==> config.mk <==
export PLATFORM = sky130hd
export DESIGN_NAME = lcd8080_seq
export DESIGN_NICKNAME = d
export VERILOG_FILES = /design/src/rtl/lcd8080_seq.sv
export SDC_FILE = /design/constraint.sdc
export NUM_CORES = 1
export LEC_CHECK = 0
export ABC_AREA = 1
export BUFFER_PORTS_ARGS = -buffer_cell sky130_fd_sc_hd__buf_2
export CAP_MARGIN = 40
export CELL_PAD_IN_SITES_DETAIL_PLACEMENT = 1
export CELL_PAD_IN_SITES_GLOBAL_PLACEMENT = 1
export CORE_MARGIN = 2
export CORE_UTILIZATION = 51
export DETAILED_ROUTE_END_ITERATION = 6
export GPL_ROUTABILITY_DRIVEN = 0
export GPL_TIMING_DRIVEN = 1
export PLACE_DENSITY = 0.82
export SETUP_SLACK_MARGIN = 0.05
export SYNTH_ARGS = -nofsm -noshare
export SYNTH_HDL_FRONTEND = slang
export SYNTH_SLANG_ARGS = --single-unit
export TNS_END_PERCENT = 5
==> constraint.sdc <==
create_clock -name clk -period 4.5 [get_ports clk]
set_input_delay 0 -clock clk [delete_from_list [all_inputs] [get_ports clk]]
set_output_delay 0 -clock clk [all_outputs]
set_load 0.005 [all_outputs]
==> src/rtl/lcd8080_seq.sv <==
// LCD 8080 command/data sequencer: buffers CPU operations in a FIFO and replays
// them to the parallel port one transfer at a time over its start/busy handshake.
module lcd8080_seq #(
    parameter int unsigned DEPTH = 8,
    parameter int unsigned AW    = $clog2(DEPTH)
) (
    input  logic          clk,
    input  logic          rst,
    input  logic          in_valid,
    input  logic [1:0]    in_kind,
    input  logic [15:0]   in_payload,
    output logic          in_ready,
    output logic [AW:0]   fifo_level,
    output logic          seq_idle,
    output logic [7:0]    port_cmd,
    output logic [7:0]    port_datain,
    output logic [2:0]    port_func,
    output logic          port_start,
    input  logic          port_busy,
    output logic [15:0]   fill_remaining
);

    localparam logic [1:0] K_CMD    = 2'b00;
    localparam logic [1:0] K_DATA   = 2'b01;
    localparam logic [1:0] K_FILL   = 2'b10;
    localparam logic [1:0] K_SETLEN = 2'b11;

    localparam logic [2:0] FUNC_NONE  = 3'b000;
    localparam logic [2:0] FUNC_CMD   = 3'b001;
    localparam logic [2:0] FUNC_WRITE = 3'b011;

    typedef struct packed {
        logic [1:0]  kind;
        logic [15:0] payload;
    } entry_t;

    typedef enum logic [1:0] {
        S_IDLE,
        S_ISSUE,
        S_WAIT_HI,
        S_WAIT_LO
    } state_t;

    // FIFO storage and bookkeeping
    entry_t          mem_q [DEPTH];
    logic [AW-1:0]   wr_ptr_q;
    logic [AW-1:0]   rd_ptr_q;
    logic [AW:0]     level_q;
    logic [AW:0]     level_d;
    logic            in_ready_q;
    logic            push;
    logic            pop;
    entry_t          head;

    // Sequencer registers
    state_t          state_q;
    logic [7:0]      port_cmd_q;
    logic [7:0]      port_datain_q;
    logic [2:0]      port_func_q;
    logic            port_start_q;
    logic [15:0]     fill_len_q;
    logic [15:0]     fill_rem_q;
    logic            seq_idle_q;

    assign push = in_valid && in_ready_q;
    assign pop  = (state_q == S_IDLE) && (level_q != '0);
    assign head = mem_q[rd_ptr_q];

    always_comb begin
        level_d = level_q;
        case ({push, pop})
            2'b10:   level_d = level_q + (AW+1)'(1);
            2'b01:   level_d = level_q - (AW+1)'(1);
            default: level_d = level_q;
        endcase
    end

    // Payload storage carries no reset; stale entries are unreachable once the pointers clear.
    always_ff @(posedge clk) begin
        if (push) begin
            mem_q[wr_ptr_q] <= entry_t'{kind: in_kind, payload: in_payload};
        end
    end

    always_ff @(posedge clk) begin
        if (rst) begin
            wr_ptr_q   <= '0;
            rd_ptr_q   <= '0;
            level_q    <= '0;
            in_ready_q <= 1'b1;
        end else begin
            if (push) begin
                wr_ptr_q <= wr_ptr_q + AW'(1);
            end
            if (pop) begin
                rd_ptr_q <= rd_ptr_q + AW'(1);
            end
            level_q    <= level_d;
            in_ready_q <= (level_d != (AW+1)'(DEPTH));
        end
    end

    // Transfer sequencer; port_start is registered so it is high exactly while in S_ISSUE.
    always_ff @(posedge clk) begin
        if (rst) begin
            state_q       <= S_IDLE;
            port_cmd_q    <= '0;
            port_datain_q <= '0;
            port_func_q   <= FUNC_NONE;
            port_start_q  <= 1'b0;
            fill_len_q    <= '0;
            fill_rem_q    <= '0;
            seq_idle_q    <= 1'b1;
        end else begin
            port_start_q <= 1'b0;
            seq_idle_q   <= (level_q == '0) && (state_q == S_IDLE) && (fill_rem_q == '0);
            case (state_q)
                S_IDLE: begin
                    port_func_q <= FUNC_NONE;
                    if (pop) begin
                        case (head.kind)
                            K_CMD: begin
                                port_cmd_q   <= head.payload[7:0];
                                port_func_q  <= FUNC_CMD;
                                port_start_q <= 1'b1;
                                state_q      <= S_ISSUE;
                            end
                            K_DATA: begin
                                port_datain_q <= head.payload[7:0];
                                port_func_q   <= FUNC_WRITE;
                                port_start_q  <= 1'b1;
                                state_q       <= S_ISSUE;
                            end
                            K_FILL: begin
                                port_datain_q <= head.payload[7:0];
                                port_func_q   <= FUNC_WRITE;
                                fill_rem_q    <= fill_len_q;
                                if (fill_len_q != '0) begin
                                    port_start_q <= 1'b1;
                                    state_q      <= S_ISSUE;
                                end
                            end
                            K_SETLEN: begin
                                fill_len_q <= head.payload;
                            end
                            default: ;
                        endcase
                    end
                end
                S_ISSUE: begin
                    state_q <= S_WAIT_HI;
                end
                S_WAIT_HI: begin
                    if (port_busy) begin
                        state_q <= S_WAIT_LO;
                    end
                end
                S_WAIT_LO: begin
                    if (!port_busy) begin
                        if (fill_rem_q > 16'd1) begin
                            // Re-issue the same byte; busy is low here so the port sees a fresh start.
                            fill_rem_q   <= fill_rem_q - 16'd1;
                            port_start_q <= 1'b1;
                            state_q      <= S_ISSUE;
                        end else begin
                            fill_rem_q <= '0;
                            state_q    <= S_IDLE;
                        end
                    end
                end
                default: begin
                    state_q <= S_IDLE;
                end
            endcase
        end
    end

    assign in_ready       = in_ready_q;
    assign fifo_level     = level_q;
    assign seq_idle       = seq_idle_q;
    assign port_cmd       = port_cmd_q;
    assign port_datain    = port_datain_q;
    assign port_func      = port_func_q;
    assign port_start     = port_start_q;
    assign fill_remaining = fill_rem_q;

endmodule

## After elaboration in Yosys (flattened, before gate mapping)

Memories as Yosys holds them, arrays and structs flattened. A register that Yosys moved wholly into a read port is not among the register bits.
Index checks and enable logic that the tools add are counted.

| storage, ports and cells | value |
|---|---|
| register bits after elaboration | 66 |
| word-level logic and storage cells | 77 |
| memories kept | 1 |
| bits in writable memories | 144 |
| output and inout bits | 42 |

Memories:

| name | words | bits a word | read ports | clocked after Yosys merged registers in | wr ports | line | source |
|---|---|---|---|---|---|---|---|
| mem_q | 8 | 18 | 1 | 1 | 1 | 45 | `entry_t mem_q [DEPTH];` |

| operators by class | value |
|---|---|
| magnitude comparators | 1 |
| reduce and logical (&&, ||, !) cells | 18 |
| equality and inequality tests | 15 |
| $add $sub $neg | 5 |
| muxes and demuxes | 25 |

Operator list:

| kind | count |
|---|---|
| $mux W16 | 4 |
| $pmux W16 S2 | 1 |
| $gt A16 B1 Y1 const B | 1 |
| $logic_not A16 Y1 | 1 |
| $reduce_bool A16 Y1 | 1 |
| $sub A16 B1 Y16 const B | 1 |
| $eq A2 B2 Y1 const B | 5 |
| $mux W2 | 5 |
| $reduce_and A3 Y1 | 3 |
| $pmux W2 S2 | 2 |
| $pmux W2 S4 | 1 |
| $pmux W4 S2 | 1 |
| $mux W1 | 7 |
| $add A3 B1 Y3 const B | 2 |
| $eq A2 B1 Y1 const B | 3 |
| $mux W3 | 2 |
| $ne A2 B2 Y1 const B | 3 |
| $reduce_and A5 Y1 | 1 |
| $add A4 B1 Y4 const B | 1 |
| $logic_and A1 B1 Y1 | 4 |
| $logic_not A2 Y1 | 2 |
| $logic_not A4 Y1 | 1 |
| $ne A4 B4 Y1 const B | 1 |
| $pmux W1 S2 | 2 |
| 8 further kinds | 9 |

## Depth between registers and ports, before layout

Gate-level depths: netlist of the first run.

| depth | value |
|---|---|
| depth after elaboration | 5 |
| mapped depth | 18 |
| depth with buffers taken out | 16 |

## Worst setup path after synthesis of the first run

No wires, ideal clock.

| timing path | value |
|---|---|
| path kind | flip-flop to flip-flop |
| start | register state_q[0] |
| end | register in_ready_q, in the netlist in_ready |
| data arrival time | 2148 ps |
| cell stages (with the launch flop) | 15 |
| setup time | 121 ps |
| path slack | 2231 ps |
| required time | 4379 ps |
| cell sequence | dfxtp_1 > inv_1 > ha_1 > nand2_4 > inv_1 > ha_1 > clkbuf_2 > nand2_1 > inv_1 > nor2_1 > ha_1 > mux2i_1 > nand2_1 > nor2_1 > nand3_1 |

| between the ends | value |
|---|---|
| word-level cells in the longest chain between the ends | 5 |
| elaborated cells on any way between the ends | 6 |

RTL lines:

| item | line | source |
|---|---|---|
| from (decl) | 56 | `state_t state_q;` |
| from (signal assigned) | 106 | `state_q <= S_IDLE;` |
| from (signal assigned) | 126 | `state_q <= S_ISSUE;` |
| from (signal assigned) | 132 | `state_q <= S_ISSUE;` |
| $logic_not A2 Y1 (*) | 66 | `assign pop = (state_q == S_IDLE) && (level_q != '0);` |
| $logic_and A1 B1 Y1 (*) | 66 |  |
| $eq A2 B1 Y1 / $eq A2 B2 Y1 (equally long branches) | 71 | `case ({push, pop})` |
| $pmux W4 S2 (*) | 71 |  |
| $ne A4 B4 Y1 (*) | 99 | `in_ready_q <= (level_d != (AW+1)'(DEPTH));` |
| to (signal assigned) | 99 |  |
| to (decl) | 50 | `logic in_ready_q;` |

Every way passes the cells marked *; elsewhere a longest branch is shown, timed or not.
A chain may end at the register's enable or synchronous reset.

==> results.json, run 1 <==
{
  "status": "finished, final reports clean",
  "layout_min_cycle_time_ps": 3200,
  "path_clk_slew_ps": 60,
  "ys_async_sr_fraction_pct": 0,
  "clockBufferDepth": 3,
  "antenna_found_initial": 0,
  "relSlewSlack_pct": 59.74,
  "syn_area_sq_um": 8980,
  "start_util_pct": 52.10,
  "ys_warn_count": 0,
  "core_sq_um": 17240,
  "top_level_ports": 64,
  "fillCellCount": 1824,
  "multiInputGateArea_sq_um": 2859,
  "worst_slew_pin_slew_ps": 603.0,
  "clk_latency_ps": 520,
  "synth_fa_ha_area_share_pct": 2.229,
  "path_max_fanout": 30,
  "syn2layout_area_growth_pct": 15.76,
  "die_y_um": 136.7,
  "cts-root-buf": "clkbuf_16",
  "syn_nets": 909,
  "cp.required_ps": 4900,
  "path_buf_inv": 4,
  "grt_pass1_wl_mm": 38.06,
  "synthSimpleGateAreaFrac_pct": 14.41,
  "gr-total-overflow": 0,
  "cp_top_family": "buffers and inverters",
  "period_share_pct": 71.10,
  "syn-instance-count": 871,
  "wl_per_cell_um": 20.32,
  "tns_ps": 0,
  "power_per_cell_area_nw_per_um2": 702.4,
  "diodes": 0,
  "cts_tree": "yes",
  "synth_top_cell_by_area": "edfxtp_1",
  "end_kind": "register",
  "maxCapViolations": 0,
  "vias": 6730,
  "cts_resized": 0,
  "synth_xor_area_share_pct": 0.8778,
  "cts_buffers": 23,
  "yosys-top-cells-area": "edfxtp_1, dfxtp_1, nor2_1",
  "ys_seq_elements": 212,
  "cts-htree-levels": 1,
  "clkPwrFrac_pct": 24.9,
  "dp_cells": 1129,
  "yosysMostFrequentCell": "nor2_1",
  "drc": 0,
  "p_switching_mw": 2.915,
  "synthMuxAreaShare_pct": 0.1115,
  "drive_gt1_share_pct": 14.32,
  "synth_ff_type": "edfxtp_1",
  "routed_wl_mm": 24.16,
  "fin_nets": 988,
  "synth_top_cell_area_share_pct": 48.15,
  "startpoint_type": "register",
  "peakVddDrop_uv": 412.3,
  "grt_max_degree": 45,
  "switching_share_pct": 39.92,
  "avgSynthCellArea_sq_um": 10.31,
  "synth_top_family_by_area": "simple AND/OR/NAND/NOR gates",
  "grt_pass1_vias": 7183,
  "grt_usage_pct": 26.60,
  "hp-class": "in -> reg",
  "worst-setup-path-type": "reg -> reg",
  "pwr-share-comb_pct": 38.4,
  "stdcell_count": 1189,
  "slowest_stage": "dfxtp_2",
  "slowest_delay_ps": 480,
  "seq_area_sq_um": 5687,
  "yosysSeqAreaShare_pct": 63.31,
  "seq_power_share_pct": 36.7,
  "die_area_sq_um": 18690,
  "ys_types": 35,
  "fin_skew_ps": 8.109,
  "drt-initial-drc-count": 364,
  "first_pass_iters": 5,
  "synth_compound_area_share_pct": 14.17,
  "hpwl_mm": 14.87,
  "arrival_ps": 3600,
  "finalSetupViolCount": 0,
  "finalMaxSlewViolations": 0,
  "fp.dieW_um": 136.7,
  "antenna_left": 0,
  "max_clock_freq_mhz": 312.5,
  "r2r_setup_slack_ps": 1300,
  "leakagePower_nw": 4.027,
  "num_rows": 48,
  "vias_per_cell": 5.660,
  "rsz0062_at_grt": "false",
  "crit_path_cell_trace": "inv_2, buf_4, o21ai_0, o22ai_1, nand2_1, o21ai_2, ha_1, inv_1, nand2_1, o2111ai_2, buf_8, a21oi_1, a21oi_1",
  "synthTopCellsByCount": "nor2_1, edfxtp_1, o21ai_0",
  "cell_internal_pwr_mw": 4.387,
  "hold_violations": 0,
  "cts.sinks": 212,
  "synth_edf_count": 144,
  "port-buffer-count": 62
}
-- layout by cell type (no fill, tap or decap), types with 2 or more instances in the layout --
cell type and n:
nand2_2 4, or2_2 2, xor2_1 8, dlygate4sd3_1 21, nand3_2 6, nor2_1 145
inv_1 50, a21oi_1 78, ha_1 16, clkbuf_8 2, o21ai_1 11, dfxtp_1 67
nor2_2 3, nand2_4 2, nand2_1 103, buf_4 15, clkbuf_1 6, nand3_1 25
o22ai_1 12, o21ai_0 106, buf_2 62, inv_2 2, edfxtp_1 144, o21ai_2 2
nor2_4 5, nor3_1 2, o211ai_1 24, clkbuf_16 24, clkinv_1 3
-- flip-flops by register name (all words and copies together), names as in the netlist, named ones only --
name	count
fifo_level	4
fill_len_q	16
fill_remaining	16
in_ready	1
mem_q	144
port_cmd	8
port_datain	8
port_func	2
port_start	1
rd_ptr_q	3
seq_idle	1
state_q	2
wr_ptr_q	3
-- power groups by stage --
| stage | clock network, mW | registers, mW | logic, mW |
|---|---|---|---|
| 2_1_floorplan | 0 | 2.62 | 1.99 |
| 3_3_place_gp | 0 | 2.69 | 2.52 |
| 3_5_place_dp | 0 | 2.71 | 2.72 |
| 4_1_cts | 1.84 | 2.68 | 2.81 |
| 5_1_grt | 1.91 | 2.72 | 3.15 |
| 6_report | 1.82 | 2.68 | 2.80 |
-- per-stage QoR --
| step | util (%) | instance area [sq um] | setup slack (ps) | hold slack (ps) | power, mW |
|---|---|---|---|---|---|
| after floorplan | - | 8980 | 2231 | 98.87 | 4.609 |
| after global placement | 54.80 | 9445 | 1283 | 259.6 | 5.208 |
| after detailed placement | 54.89 | 9460 | 1386 | 273.5 | 5.436 |
| after CTS | 60.31 | 10400 | 1306 | 270.3 | 7.328 |
| after global routing | 60.31 | 10400 | 976.7 | 301.3 | 7.773 |
| final | 60.31 | 10400 | 1300 | 293.2 | 7.302 |
-- final timing paths --
kind / endpoint / cells past startpoint / startpoint
max reg2reg: fill_remaining[14]$_SDFFE_PP0P_ / 13 / register
min: mem_q[1][4]$_DFFE_PP_ / 2 / in_payload[4]
max: fill_remaining[14]$_SDFFE_PP0P_ / 13 / register
min reg2reg: rd_ptr_q[2]$_SDFFE_PP0N_ / 2 / rd_ptr_q[2]$_SDFFE_PP0N_
-- area by class of cell --
cell class	instances	area share, %
clock buffer	33	6.331
clock inverter	6	0.6379
inverter	52	1.878
multi-input combinational	562	27.50
sequential	212	54.71
tap	225	2.708
timing repair buffer	99	6.235
-- layer usage --
layer / track usage (%) / vias to the layer above / routed length [um]
li1: - / 3169 / -
met1: 32.72 / 3356 / 9906
met2: 48.22 / 158 / 12680
met3: 3.593 / 47 / 1007
met4: 8.623 / 0 / 560
met5: 0 / - / 0
-- repair_timing --
item	in CTS	in global routing
endpoints found under the hold margin	161	0
hold buffers	21	0
setup buffers	0	0
-- logic make-up (layout without fill, tap and decap cells) --
family,count (synthesis),in the layout
xor+xnor,9,9
compound gates,235,235
flops,212,212
other cells,1,1
simple gates,300,300
mux,1,1
buf+inv,97,190
fa+ha+maj,16,16
Power figures use the tool's default switching activity.
==> run 2: changes to the inputs <==
--- a/config.mk
+++ b/config.mk
@@ -11,11 +11,11 @@
 export CELL_PAD_IN_SITES_DETAIL_PLACEMENT = 1
 export CELL_PAD_IN_SITES_GLOBAL_PLACEMENT = 1
 export CORE_MARGIN = 2
-export CORE_UTILIZATION = 51
+export CORE_UTILIZATION = 47
 export DETAILED_ROUTE_END_ITERATION = 6
 export GPL_ROUTABILITY_DRIVEN = 0
 export GPL_TIMING_DRIVEN = 1
-export PLACE_DENSITY = 0.82
+export PLACE_DENSITY = 0.76
 export SETUP_SLACK_MARGIN = 0.05
 export SYNTH_ARGS = -nofsm -noshare
 export SYNTH_HDL_FRONTEND = slang
==> constraint.sdc (replaced) <==
create_clock -name clk -period 3.05 [get_ports clk]
set_input_delay 0 -clock clk [delete_from_list [all_inputs] [get_ports clk]]
set_output_delay 0 -clock clk [all_outputs]
set_load 0.005 [all_outputs]
==> run 2 against run 1 <==
Non-clock buffer count up 1. Critical path depth down 1. First-iteration DRC count down 16%. Sequential cell count unchanged. Sequential power up 46%. Worst setup slack worse by 930 ps. Routed wire length down 9.0%. Highest routed layer unchanged. Clock-buffer cell count down 7. Global-route usage down 4.0 points. Final cell count up 1.1%. Cell area up 0.94%. Fmax up 19%.
==> results.json, run 2 (synthesized netlist as in run 1, its figures left out) <==
{
  "layout_common_cells": "edfxtp_1, nor2_1, o21ai_0",
  "seq_area_sq_um": 5688,
  "finalSetupViolCount": 0,
  "routed_wl_mm": 21.99,
  "path_clk_slew_ps": 60,
  "pwr-share-comb_pct": 36.9,
  "first_pass_iters": 4,
  "finalMaxSlewViolations": 0,
  "startpoint": "state_q[0]$_SDFFE_PP0P_",
  "cts_tree": "yes",
  "period_share_pct": 87.90,
  "crit_cells": 12,
  "antenna_found_initial": 0,
  "arrival_ps": 3060,
  "slowest_delay_ps": 380,
  "max_clock_freq_mhz": 373.0,
  "drive_gt1_share_pct": 15.70,
  "seq_power_share_pct": 36.2,
  "worstSetupEndpoint": "in_ready$_SDFF_PP1_",
  "syn2layout_area_growth_pct": 16.85,
  "num_rows": 50,
  "grt_max_degree": 53,
  "top_level_ports": 64,
  "start_util_pct": 48.01,
  "cp_top_family": "adder cells",
  "wl_per_cell_um": 18.30,
  "r2r_setup_slack_ps": 370,
  "switching_share_pct": 38.43,
  "post-route-util_pct": 56.09,
  "r2r-start": "state_q[0]$_SDFFE_PP0P_",
  "grt_pass1_vias": 6770,
  "clockBufferDepth": 3,
  "rr_worst_depth": 12,
  "worst_slew_pin_slew_ps": 647.7,
  "hpwl_mm": 13.97,
  "die_y_um": 142.2,
  "hold_violations": 0,
  "relSlewSlack_pct": 56.53,
  "final_common_cell": "edfxtp_1",
  "cts-root-buf": "clkbuf_16",
  "tns_ps": 0,
  "p_switching_mw": 4.160,
  "grt_usage_pct": 22.60,
  "fin_nets": 989,
  "leakagePower_nw": 4.060,
  "port-buffer-count": 62,
  "top_register": "mem_q",
  "cts_buffers": 23,
  "maxCapViolations": 0,
  "die_area_sq_um": 20230,
  "crit_path_cell_trace": "inv_1, ha_1, nand2_4, inv_1, ha_1, nor2_1, nor2_1, ha_1, mux2i_1, nand2_1, nor2_1, nand3_1",
  "cts.sinks": 212,
  "drc": 0,
  "grt_pass1_wl_mm": 35.73,
  "cts-htree-levels": 1,
  "worst-setup-path-type": "reg -> reg",
  "peakVddDrop_uv": 722.1,
  "slowest_stage": "ha_1",
  "path_max_fanout": 8,
  "vias": 6414,
  "rr_endpoint": "in_ready$_SDFF_PP1_",
  "layout_min_cycle_time_ps": 2681,
  "fin_skew_ps": 13.85,
  "antenna_left": 0,
  "fillCellCount": 2030,
  "gr-total-overflow": 0,
  "dpl_cell_area_sq_um": 9493,
  "diodes": 0,
  "core_sq_um": 18710,
  "drt-initial-drc-count": 306,
  "hp-class": "in -> reg",
  "rsz0062_at_grt": "false",
  "cts_resized": 0,
  "clk_latency_ps": 510,
  "clkPwrFrac_pct": 26.9,
  "startpoint_type": "register",
  "end_kind": "register",
  "cell_internal_pwr_mw": 6.666,
  "vias_per_cell": 5.336,
  "path_buf_inv": 2,
  "cp.required_ps": 3420,
  "fp.dieW_um": 142.2,
  "finalInstanceArea_sq_um": 10490,
  "multiInputGateArea_sq_um": 2879,
  "largest_reg_flops": 144,
  "status": "finished, final reports clean",
  "power_per_cell_area_nw_per_um2": 1032
}
[run 2: cell types whose count changed in the layout (fill, tap and decap cells not counted), sizes merged]
| cell | previous run | this run |
|---|---|---|
| bufinv | 1 | 5 |
| clkbuf | 33 | 26 |
| clkinv | 4 | 9 |
| clkinvlp | 0 | 1 |
| buf | 78 | 79 |
[run 2: metal layers]
metal / global-route usage, % / share of wire (%)
met1: 29.36 / 44
met4: 5.737 / 1.8
met2: 40.02 / 50
met5: 0 / 0
met3: 3.129 / 4.5
[run 2: power by group through the flow]
stage          clock (mW)  sequential, mW  combinational [mW]
6_report             2.91            3.92                4.00
5_1_grt              3.08            3.98                4.57
4_1_cts              2.97            3.91                4.06
3_5_place_dp            0            3.97                3.97
3_3_place_gp            0            3.96                3.83
2_1_floorplan           0            3.86                2.94
[run 2: worst reg2reg max path: stages (launching register included)]
cell     delay [ps]
dfxtp_1         340
inv_1           120
ha_1            380
nand2_4         170
inv_1           220
ha_1            330
nor2_1           80
nor2_1          160
ha_1            250
mux2i_1         170
nand2_1         100
nor2_1          140
nand3_1          80
[run 2: worst min-delay path by stage]
| stage | start | to | slack [ps] | depth (start not counted) |
|---|---|---|---|---|
| 2_1_floorplan | in_payload[0] | mem_q[0][0]$_DFFE_PP_ | 100 | 0 |
| 3_3_place_gp | in_payload[12] | mem_q[0][12]$_DFFE_PP_ | 260 | 1 |
| 3_5_place_dp | in_payload[4] | mem_q[4][4]$_DFFE_PP_ | 280 | 1 |
| 4_1_cts | in_payload[8] | mem_q[7][8]$_DFFE_PP_ | 280 | 2 |
| 5_1_grt | in_payload[7] | mem_q[3][7]$_DFFE_PP_ | 320 | 2 |
| 6_report | in_payload[11] | mem_q[1][11]$_DFFE_PP_ | 290 | 2 |
[run 2: final cells by class]
type	instances	share of cell area (%)
flip-flops and latches	212	54.21
clock buffers	26	5.593
clock inverters	16	1.932
multi-input cells	562	27.44
repair buffers	100	6.177
inverters	52	1.860
well taps	234	2.790
[run 2: repair_timing]
item                                    CTS  global route
buffers inserted                          0             0
endpoints found under the setup margin    0             0
hold buffers                             21             0
endpoints found under the hold margin   162             0
[run 2: per-stage QoR]
step	hold WS, ps	std cells	power (mW)	worst slack, ps
3_3_place_gp	264.0	1139	7.785	497.5
6_report	290.7	1202	10.83	369.1
5_1_grt	324.9	1202	11.63	143.2
3_5_place_dp	278.8	1139	7.936	444.1
2_1_floorplan	98.87	871	6.799	780.8
4_1_cts	278.2	1202	10.94	349.8
